**config.mk**
```make
export PLATFORM = sky130hd
export DESIGN_NAME = motor_speed_pi_flat
export DESIGN_NICKNAME = d
export VERILOG_FILES = /design/src/rtl/motor_speed_pi_if.sv /design/src/rtl/motor_speed_pi.sv /design/src/flat_wrapper.sv
export SDC_FILE = /design/constraint.sdc
export NUM_CORES = 1
export LEC_CHECK = 0
export CAP_MARGIN = 0
export CORE_MARGIN = 2
export CORE_UTILIZATION = 25
export CTS_CLUSTER_DIAMETER = 150
export DETAILED_ROUTE_END_ITERATION = 8
export SLEW_MARGIN = 40
export SYNTH_ARGS = -nofsm -noshare
export SYNTH_HDL_FRONTEND = slang
export SYNTH_SLANG_ARGS = --single-unit
```
**constraint.sdc**
```tcl
create_clock -name clk -period 7.05 [get_ports clk]
set_input_delay 1.41 -clock clk [delete_from_list [all_inputs] [get_ports clk]]
set_output_delay 1.41 -clock clk [all_outputs]
set_load 0.02 [all_outputs]
```
**src/rtl/motor_speed_pi_if.sv**
```systemverilog
// Controller-side signal bundle for motor_speed_pi: speed feedback, target and gains in;
// duty command, PWM and update status out.
interface motor_speed_pi_if;
    logic        enable;
    logic [15:0] edge_in;
    logic        edge_valid;
    logic [15:0] target;
    logic [7:0]  kp;
    logic [7:0]  ki;
    logic [15:0] duty_cmd;
    logic        pwm_out;
    logic        busy;
    logic        done;

    modport master (
        output enable, edge_in, edge_valid, target, kp, ki,
        input  duty_cmd, pwm_out, busy, done
    );

    modport slave (
        input  enable, edge_in, edge_valid, target, kp, ki,
        output duty_cmd, pwm_out, busy, done
    );
endinterface

```
**src/rtl/motor_speed_pi.sv**
```systemverilog
// Multi-cycle PI speed controller with saturating integrator and a period-aligned PWM
// generator whose duty only changes at counter wrap.
module motor_speed_pi #(
    parameter int unsigned PWM_MAX   = 1249,
    parameter int unsigned SHIFT     = 4,
    parameter int unsigned INTEG_LIM = 1048576
) (
    input  logic             clk,
    input  logic             n_rst,
    motor_speed_pi_if.slave  bus
);

    typedef enum logic [2:0] {
        IDLE = 3'd0,
        ERR  = 3'd1,
        MUL  = 3'd2,
        ACC  = 3'd3,
        OUT  = 3'd4
    } state_t;

    localparam logic signed [25:0] LIM_P     = 26'(INTEG_LIM);
    localparam logic signed [25:0] LIM_N     = -LIM_P;
    localparam logic signed [25:0] PWM_MAX_S = 26'(PWM_MAX);
    localparam logic [15:0]        PWM_MAX_V = 16'(PWM_MAX);

    state_t             state_r;
    logic [15:0]        edge_r;
    logic [15:0]        target_r;
    logic [7:0]         kp_r;
    logic [7:0]         ki_r;
    logic signed [16:0] err_r;
    logic signed [24:0] p_r;
    logic signed [24:0] iterm_r;
    logic signed [23:0] integ_r;
    logic signed [25:0] sum_r;
    logic [15:0]        duty_cmd_r;
    logic               busy_r;
    logic               done_r;
    logic [15:0]        pwm_cnt_r;
    logic [15:0]        duty_act_r;
    logic               pwm_out_r;

    logic signed [24:0] err_x_s;
    logic signed [24:0] kp_x_s;
    logic signed [24:0] ki_x_s;
    logic signed [24:0] p_s;
    logic signed [24:0] iterm_s;
    logic signed [25:0] integ_sum_s;
    logic signed [23:0] integ_next_s;
    logic signed [25:0] sum_next_s;
    logic signed [25:0] shifted_s;

    function automatic logic signed [23:0] sat_integ(input logic signed [25:0] v);
        logic signed [25:0] r;
        if (v > LIM_P) begin
            r = LIM_P;
        end else if (v < LIM_N) begin
            r = LIM_N;
        end else begin
            r = v;
        end
        return r[23:0];
    endfunction

    function automatic logic [15:0] clamp_duty(input logic signed [25:0] s);
        logic [15:0] r;
        if (s < 26'sd0) begin
            r = 16'd0;
        end else if (s > PWM_MAX_S) begin
            r = PWM_MAX_V;
        end else begin
            r = s[15:0];
        end
        return r;
    endfunction

    // Widths chosen so err*gain and p+integ cannot overflow at full-scale inputs.
    assign err_x_s      = 25'(err_r);
    assign kp_x_s       = 25'($signed({1'b0, kp_r}));
    assign ki_x_s       = 25'($signed({1'b0, ki_r}));
    assign p_s          = err_x_s * kp_x_s;
    assign iterm_s      = err_x_s * ki_x_s;
    assign integ_sum_s  = 26'(integ_r) + 26'(iterm_r);
    assign integ_next_s = sat_integ(integ_sum_s);
    assign sum_next_s   = 26'(integ_next_s) + 26'(p_r);
    assign shifted_s    = sum_r >>> SHIFT;

    // PI update sequencer; enable low aborts any in-flight update and clears the integrator.
    always_ff @(posedge clk) begin
        if (!n_rst) begin
            state_r    <= IDLE;
            edge_r     <= 16'd0;
            target_r   <= 16'd0;
            kp_r       <= 8'd0;
            ki_r       <= 8'd0;
            err_r      <= 17'sd0;
            p_r        <= 25'sd0;
            iterm_r    <= 25'sd0;
            integ_r    <= 24'sd0;
            sum_r      <= 26'sd0;
            duty_cmd_r <= 16'd0;
            busy_r     <= 1'b0;
            done_r     <= 1'b0;
        end else if (!bus.enable) begin
            state_r    <= IDLE;
            integ_r    <= 24'sd0;
            duty_cmd_r <= 16'd0;
            busy_r     <= 1'b0;
            done_r     <= 1'b0;
        end else begin
            done_r <= 1'b0;
            case (state_r)
                IDLE: begin
                    if (bus.edge_valid) begin
                        edge_r   <= bus.edge_in;
                        target_r <= bus.target;
                        kp_r     <= bus.kp;
                        ki_r     <= bus.ki;
                        busy_r   <= 1'b1;
                        state_r  <= ERR;
                    end
                end
                ERR: begin
                    err_r   <= $signed({1'b0, target_r}) - $signed({1'b0, edge_r});
                    state_r <= MUL;
                end
                MUL: begin
                    p_r     <= p_s;
                    iterm_r <= iterm_s;
                    state_r <= ACC;
                end
                ACC: begin
                    integ_r <= integ_next_s;
                    sum_r   <= sum_next_s;
                    state_r <= OUT;
                end
                OUT: begin
                    duty_cmd_r <= clamp_duty(shifted_s);
                    done_r     <= 1'b1;
                    busy_r     <= 1'b0;
                    state_r    <= IDLE;
                end
                default: begin
                    busy_r  <= 1'b0;
                    state_r <= IDLE;
                end
            endcase
        end
    end

    // Free-running PWM; duty_act reloads only at wrap so a period is never cut short.
    always_ff @(posedge clk) begin
        if (!n_rst) begin
            pwm_cnt_r  <= 16'd0;
            duty_act_r <= 16'd0;
            pwm_out_r  <= 1'b0;
        end else begin
            if (pwm_cnt_r == PWM_MAX_V) begin
                pwm_cnt_r  <= 16'd0;
                duty_act_r <= duty_cmd_r;
            end else begin
                pwm_cnt_r  <= pwm_cnt_r + 16'd1;
            end
            pwm_out_r <= bus.enable && (pwm_cnt_r < duty_act_r);
        end
    end

    assign bus.duty_cmd = duty_cmd_r;
    assign bus.pwm_out  = pwm_out_r;
    assign bus.busy     = busy_r;
    assign bus.done     = done_r;

endmodule

```
**src/flat_wrapper.sv**
```systemverilog
// flat-port wrapper written by rule: the top's interface ports become plain ports
module motor_speed_pi_flat 
#(
    parameter int unsigned PWM_MAX   = 1249,
    parameter int unsigned SHIFT     = 4,
    parameter int unsigned INTEG_LIM = 1048576
)
  (clk, n_rst, bus_enable, bus_edge_in, bus_edge_valid, bus_target, bus_kp, bus_ki, bus_duty_cmd, bus_pwm_out, bus_busy, bus_done);
  motor_speed_pi_if bus_i ();
  input  logic clk;
  input  logic n_rst;
  input wire logic [$bits(bus_i.enable)-1:0] bus_enable;
  input wire logic [$bits(bus_i.edge_in)-1:0] bus_edge_in;
  input wire logic [$bits(bus_i.edge_valid)-1:0] bus_edge_valid;
  input wire logic [$bits(bus_i.target)-1:0] bus_target;
  input wire logic [$bits(bus_i.kp)-1:0] bus_kp;
  input wire logic [$bits(bus_i.ki)-1:0] bus_ki;
  output wire logic [$bits(bus_i.duty_cmd)-1:0] bus_duty_cmd;
  output wire logic [$bits(bus_i.pwm_out)-1:0] bus_pwm_out;
  output wire logic [$bits(bus_i.busy)-1:0] bus_busy;
  output wire logic [$bits(bus_i.done)-1:0] bus_done;
  assign bus_i.enable = bus_enable;
  assign bus_i.edge_in = bus_edge_in;
  assign bus_i.edge_valid = bus_edge_valid;
  assign bus_i.target = bus_target;
  assign bus_i.kp = bus_kp;
  assign bus_i.ki = bus_ki;
  assign bus_duty_cmd = bus_i.duty_cmd;
  assign bus_pwm_out = bus_i.pwm_out;
  assign bus_busy = bus_i.busy;
  assign bus_done = bus_i.done;
  motor_speed_pi #(.PWM_MAX(PWM_MAX), .SHIFT(SHIFT), .INTEG_LIM(INTEG_LIM)) u_core (.clk(clk), .n_rst(n_rst), .bus(bus_i));
endmodule
```
# ---- Word level (Yosys, flattened, before mapping)
# Index checks and enable logic that the tools add are counted.
dict set report word_totals {
  mem_bits_rw 0
  regBits 219
  wordCells 54
  memories 0
  rom_bits 0
  latch_bits 0
}
dict set report op_classes {
  n_addsub 4
  mul 2
  n_bitwise 2
  muxes 9
  shift 0
  reduce_logical 10
  n_lt_le_gt_ge 5
  div_mod_pow 0
  n_eq_ne 6
}
# cell count
set op_table {}
lappend op_table {{$add 24x25->26} 2}
lappend op_table {{$mul 17x9->25} 2}
lappend op_table {{$mux 24} 2}
lappend op_table {{$mux 16} 2}
lappend op_table {{$gt 26x22->1 const B} 1}
lappend op_table {{$lt 26x21->1 const B} 1}
lappend op_table {{$gt 22x12->1 const B} 1}
lappend op_table {{$lt 22x1->1 const B} 1}
lappend op_table {{$sub 16x16->17} 1}
lappend op_table {{$add 16x1->16 const B} 1}
lappend op_table {{$eq 16x11->1 const B} 1}
lappend op_table {{$lt 16x16->1} 1}
lappend op_table {{$pmux 3 s4} 1}
lappend op_table {{$reduce_and 2->1} 5}
lappend op_table {{$eq 3x2->1 const B} 2}
lappend op_table {{$eq 3x1->1 const B} 1}
lappend op_table {{$eq 3x3->1 const B} 1}
lappend op_table {{$logic_not 3->1} 1}
lappend op_table {{$mux 3} 1}
lappend op_table {{$reduce_and 3->1} 1}
lappend op_table {{$reduce_or 3->1} 1}
lappend op_table {{$mux 1} 2}
lappend op_table {{$ne 2x2->1 const B} 1}
lappend op_table {{$not 1->1} 2}
lappend op_table {{other kinds (3)} 3}

# ---- Logic depth before layout (Yosys ltp)
dict set report depth {
  depth_word 5
  ltp_mapped 27
}

# ---- Worst setup path after synthesis
# Ideal clock, no wire load.
dict set report synth_timing {
  kind {flip-flop to flip-flop}
  startpoint {register u_core.integ_r[0]}
  endpoint {register u_core.sum_r[23]}
  path_slack_ps 1590
  synth_period_minus_slack_ps 5460
  arrival_time_ps 5342
  path_buffers 2
  stages_incl_launch_ff 27
  setup_time_ps 117
  required_ps 6933
  cell_sequence {dfxtp_1 > ha_1 > inv_1 > fa_1 > nand2b_1 > a21oi_1 > o211a_1 > o31ai_4 > o21ai_2 > a211o_1 > or3b_1 > a31oi_1 > a21o_1 > clkbuf_1 > nor2_1 > ha_1 > clkbuf_1 > a21o_1 > a21o_1 > a21o_1 > a21oi_1 > o21bai_1 > a21o_1 > a21oi_1 > a21oi_1 > or3_1 > a32o_1}
}
dict set report synth_between {
  elab_chain_cells 5
  word_cells_on_any_way 6
  classes_between {add/sub: 2; order compare: 2; mux: 2}
}
# element line
set synth_rtl {}
lappend synth_rtl {{start: declaration} motor_speed_pi.sv:34} ;# logic signed [23:0] integ_r;
lappend synth_rtl {{start signal: assignment} motor_speed_pi.sv:133} ;# integ_r <= integ_next_s;
lappend synth_rtl {{$add 24x25->26 *} motor_speed_pi.sv:83} ;# assign integ_sum_s = 26'(integ_r) + 26'(iterm_r);
lappend synth_rtl {{$lt 26x21->1} motor_speed_pi.sv:57} ;# end else if (v < LIM_N) begin
lappend synth_rtl {{$mux 24} motor_speed_pi.sv:57}
lappend synth_rtl {{$mux 24 *} motor_speed_pi.sv:55} ;# if (v > LIM_P) begin
lappend synth_rtl {{net u_core.integ_next_s[8]} motor_speed_pi.sv:49} ;# logic signed [23:0] integ_next_s;
lappend synth_rtl {{$add 24x25->26 *} motor_speed_pi.sv:85} ;# assign sum_next_s = 26'(integ_next_s) + 26'(p_r);
lappend synth_rtl {{end signal: assignment} motor_speed_pi.sv:134} ;# sum_r <= sum_next_s;
lappend synth_rtl {{end: declaration} motor_speed_pi.sv:35} ;# logic signed [25:0] sum_r;
# Mark *: on every way through the listed nets, which the timed path passes. The rest lies on a longest branch.
# A chain may end at the register's enable or synchronous reset.

# ---- Worst setup path in the final report
dict set report layout_timing {
  startpoint {register u_core.integ_r[0]}
  endpoint {register u_core.sum_r[22]}
}
# The elaborated chain is that of the path after synthesis.

==> summary.txt <==
Clock network
  – CTS H-tree lvls: 1
  – Worst-Skew Late Latency: 0.56 ns
  – Total setup buffers inserted after CTS: 0
  – CTS buffer count: 25
  – Clock transition at path regs: about 0.06 ns
  – Clock sinks: around 220
  – CTS Hold Bufs: 0
  – Clk buf depth: 3
  – Root Buffer: clkbuf_16
  – CTS tree: done
  – Cts repair resizes: 0

Min path
  – Hold Path Depth: 2
  – Hold path endpoint: u_core.edge_r[12]$_SDFFE_PN0P_
  – Hold wc startpoint: u_core.edge_r[12]$_SDFFE_PN0P_
  – Hold Path Class: flop to flop

Worst setup path
  – CP Launch Type: flop
  – Worst Setup End Kind: flop
  – FF-to-FF setup slack: approximately 0.73 ns
  – CP arrival: 6.81 ns
  – Reg-to-reg critical path startpoint: u_core.integ_r[0]$_SDFFE_PN0P_
  – Critical path type: flop to flop
  – Worst endpoint required time: 7.53 ns
  – Reg-to-reg critical path endpoint: u_core.sum_r[22]$_SDFFE_PN0P_
  – Cells on worst reg2reg path: 24
  – Crit-path max FO: 21

Timing
  – Post-route setup TNS: 0 ns
  – Slew HR: 48.3%
  – Clk_skew: about 0.0096 ns
  – Hold Fails Final Rpt: 0
  – Final setup violation count: 0
  – Pins Over Slew Limit: 0
  – RSZ-0062 raised after global routing: false
  – Worst-margin pin slew: 0.775 ns
  – Highest Clock Rate: 0.158 GHz
  – Final worst slack: roughly 0.73 ns
  – Fin crit share: between 80% and 90%
  – Min Clock Period, post-route: roughly 6.3 ns

Final layout
  – Final core utilization: 28.5%
  – Synth-to-layout area growth: 13.1%
  – # diodes: 0
  – Non-filler cells, final: 3,688
  – Finished Cell Area: ~24,000 um2
  – Multi-input gate area: between 10,000 and 15,000 um2
  – Reg area: around 4300 um2
  – Share of cells above drive strength 1: roughly 3.3%
  – Final #Nets: between 3,000 and 4,000
  – # fillers: around 9,000

Synthesis
  – Adder-Cell Fraction of Synth Area: a little under a third
  – Largest family of logic cells by synthesized area: adder cells
  – Post-Syn Area: ~21,000 um2
  – Mux contribution to synthesized area: less than 1%
  – #FFs+latches synth: between 200 and 250
  – Post-synth ARST share: 0%
  – Post-synth EDFFs: 0
  – Complex-gate fraction of the synthesized area: 14.7%
  – Post-synth top flop: dfxtp_1
  – Post-synthesis sequential area ratio: roughly a fifth
  – Post-Syn Nets: about 3,000
  – Syn Inst Count: between 2,000 and 3,000
  – Yosys cell types: about 70
  – Synth Area in Simple Gates: between 20% and 30%
  – Xor and xnor area share after synthesis: approximately 3.1%
  – Syn_area_per_cell: ~8 um2
  – Yosys synthesis warning count: 0

Route
  – Via Count: between 15,000 and 20,000
  – Drt pass-1 iters: 5
  – Residual DRC: 0
  – Via/cell ratio: around 4.7
  – Initial drt markers: 925
  – Final antenna-violating net count: 0
  – Avg WL per Cell: around 15 um
  – Final wirelength: between 50,000 and 60,000 um

Die
  – Core area: between 80,000 and 90,000 um2
  – Starting Density: around a quarter
  – Row count: between 100 and 150
  – Die height: between 200 and 300 um
  – I/O pin cnt: 71
  – Die W: between 200 and 300 um
  – Die area: 86,200 um2

GRT
  – Initial antenna violation count: 0
  – Grt ovf: 0
  – Largest net degree at the start of global routing: 84
  – Global Route Usage Sum: ~13%
  – Vias in the first global route: between 15,000 and 20,000
  – First-pass GRT wire length: ~90,000 um

Run status
  – Status: finished, final reports clean

Placement
  – DP HPWL: 41,800 um
  – IO buf count: 70
  – Cells after DPL: roughly 3,600
  – Place WS: around 0.86 ns
  – Placer Congestion: between 0.8 and 0.9
  – Post-DP Area: between 20,000 and 25,000 um2

Flow run
  – Max-cap violations: 0

Pwr
  – Pleak: 10.6 nW
  – PwrDens: 125 nW/um2
  – Max VDD drop: 0.000172 V
==> cells in the mapped netlist, types with 41 or more instances <==
library cell / instances / area (um2)
a21o_1: 41 / 308
a21oi_1: 212 / 1060
dfxtp_1: 215 / 4300
inv_1: 342 / 1280
fa_1: 214 / 4280
nand3_1: 57 / 285
and2_1: 188 / 1180
nor2_1: 130 / 488
xnor2_1: 49 / 429
ha_1: 180 / 2250
nand2_1: 390 / 1460
clkbuf_1: 105 / 394
o21ai_0: 80 / 400
==> per-layer routing <==
metal	part of all wire (%)	track usage, %	vias to the layer above
li1	-	-	8477
met1	47	17.3	8381
met2	46	21.2	300
met3	3.6	1.35	78
met4	2.9	3.53	0
met5	0	0	-
==> registers in the layout, indices dropped and copies added (netlist names), 16 cells and up <==
register	count
u_core.edge_r	16
u_core.err_r	17
u_core.bus.duty_cmd	16
u_core.iterm_r	25
u_core.sum_r	22
u_core.duty_act_r	16
u_core.p_r	25
u_core.target_r	16
u_core.pwm_cnt_r	16
u_core.integ_r	24
==> power breakdown <==
part	leakage, nW	total [mW]	internal, mW	switching [mW]
clock network	0.439	1.41	0.850	0.560
logic	8.40	0.273	0.114	0.159
registers	1.74	1.28	1.23	0.0444
total	10.6	2.96	2.20	0.763
==> worst max path at each step <==
stage,cells past startpoint,from,to
2_1_floorplan,26,u_core.integ_r[0]$_SDFFE_PN0P_,u_core.sum_r[23]$_SDFFE_PN0P_
3_5_place_dp,24,u_core.integ_r[0]$_SDFFE_PN0P_,u_core.sum_r[22]$_SDFFE_PN0P_
3_3_place_gp,24,u_core.integ_r[0]$_SDFFE_PN0P_,u_core.sum_r[22]$_SDFFE_PN0P_
4_1_cts,24,u_core.integ_r[0]$_SDFFE_PN0P_,u_core.sum_r[22]$_SDFFE_PN0P_
5_1_grt,24,u_core.iterm_r[0]$_SDFFE_PN0P_,u_core.sum_r[22]$_SDFFE_PN0P_
6_report,24,u_core.integ_r[0]$_SDFFE_PN0P_,u_core.sum_r[22]$_SDFFE_PN0P_
==> cells by family after synthesis <==
logic type / Yosys count
multiplexers: 20
flip-flops: 215
XOR/XNOR: 75
AO/OA/AOI/OAI: 491
adder cells (fa/ha/maj): 394
AND/OR/NAND/NOR: 933
buffers and inverters: 453
==> through the flow <==
step / hold slack (ns) / power [mW]
2_1_floorplan: 0.426 / 1.47
3_3_place_gp: 0.444 / 1.57
6_report: 0.454 / 2.96
5_1_grt: 0.474 / 3.09
3_5_place_dp: 0.446 / 1.58
4_1_cts: 0.458 / 3.01
==> area by class of cell <==
type                            instances  share of cell area, %
Sequential cell                       215                   18.2
Multi-Input combinational cell       1913                   63.2
Inverter                              344                   5.47
Timing Repair Buffer                   91                   3.71
Tap cell                             1080                   5.70
Clock inverter                          9                  0.623
Clock buffer                           36                   3.15
==> layout by cell type, fill, tap and decap left out, drive strengths merged, types with 6 or more instances in the layout <==
| master | count |
|---|---|
| nand2 | 390 |
| inv | 345 |
| dfxtp | 215 |
| fa | 214 |
| a21oi | 212 |
| and2 | 188 |
| ha | 180 |
| nor2 | 130 |
| o21ai | 83 |
| clkdlybuf4s50 | 70 |
| nand3 | 57 |
| xnor2 | 49 |
| a21o | 41 |
| clkbuf | 36 |
| nor3 | 35 |
| or3 | 29 |
| xor2 | 26 |
| and3 | 25 |
| o211ai | 22 |
| buf | 21 |
| nor2b | 19 |
| mux2i | 19 |
| a31oi | 16 |
| a211oi | 16 |
| nand4 | 14 |
| o21a | 12 |
| o31ai | 12 |
| nand2b | 11 |
| a21boi | 11 |
| a211o | 8 |
| o31a | 7 |
| nor4 | 6 |
| nand3b | 6 |
| a22oi | 6 |
| o311ai | 6 |
==> worst max-delay path: stages, from the launching register on <==
cell and delay, ns:
dfxtp_1 0.34, ha_1 0.17, inv_1 0.06, fa_1 0.40, nand2b_1 0.18, a21oi_1 0.30
o211a_1 0.29, o31ai_4 0.11, o21ai_2 0.22, a211o_1 0.18, or3b_1 0.35, a31oi_1 0.34
a21o_1 0.63, nor2_1 0.20, ha_1 0.45, a21o_1 0.21, a21o_1 0.17, a21o_1 0.18
a21o_1 0.17, a21oi_1 0.31, o21ai_0 0.13, a211oi_1 0.37, and2_1 0.21, a21oi_1 0.08
o211ai_1 0.19
No activity file was read; power rests on OpenSTA's default activity.
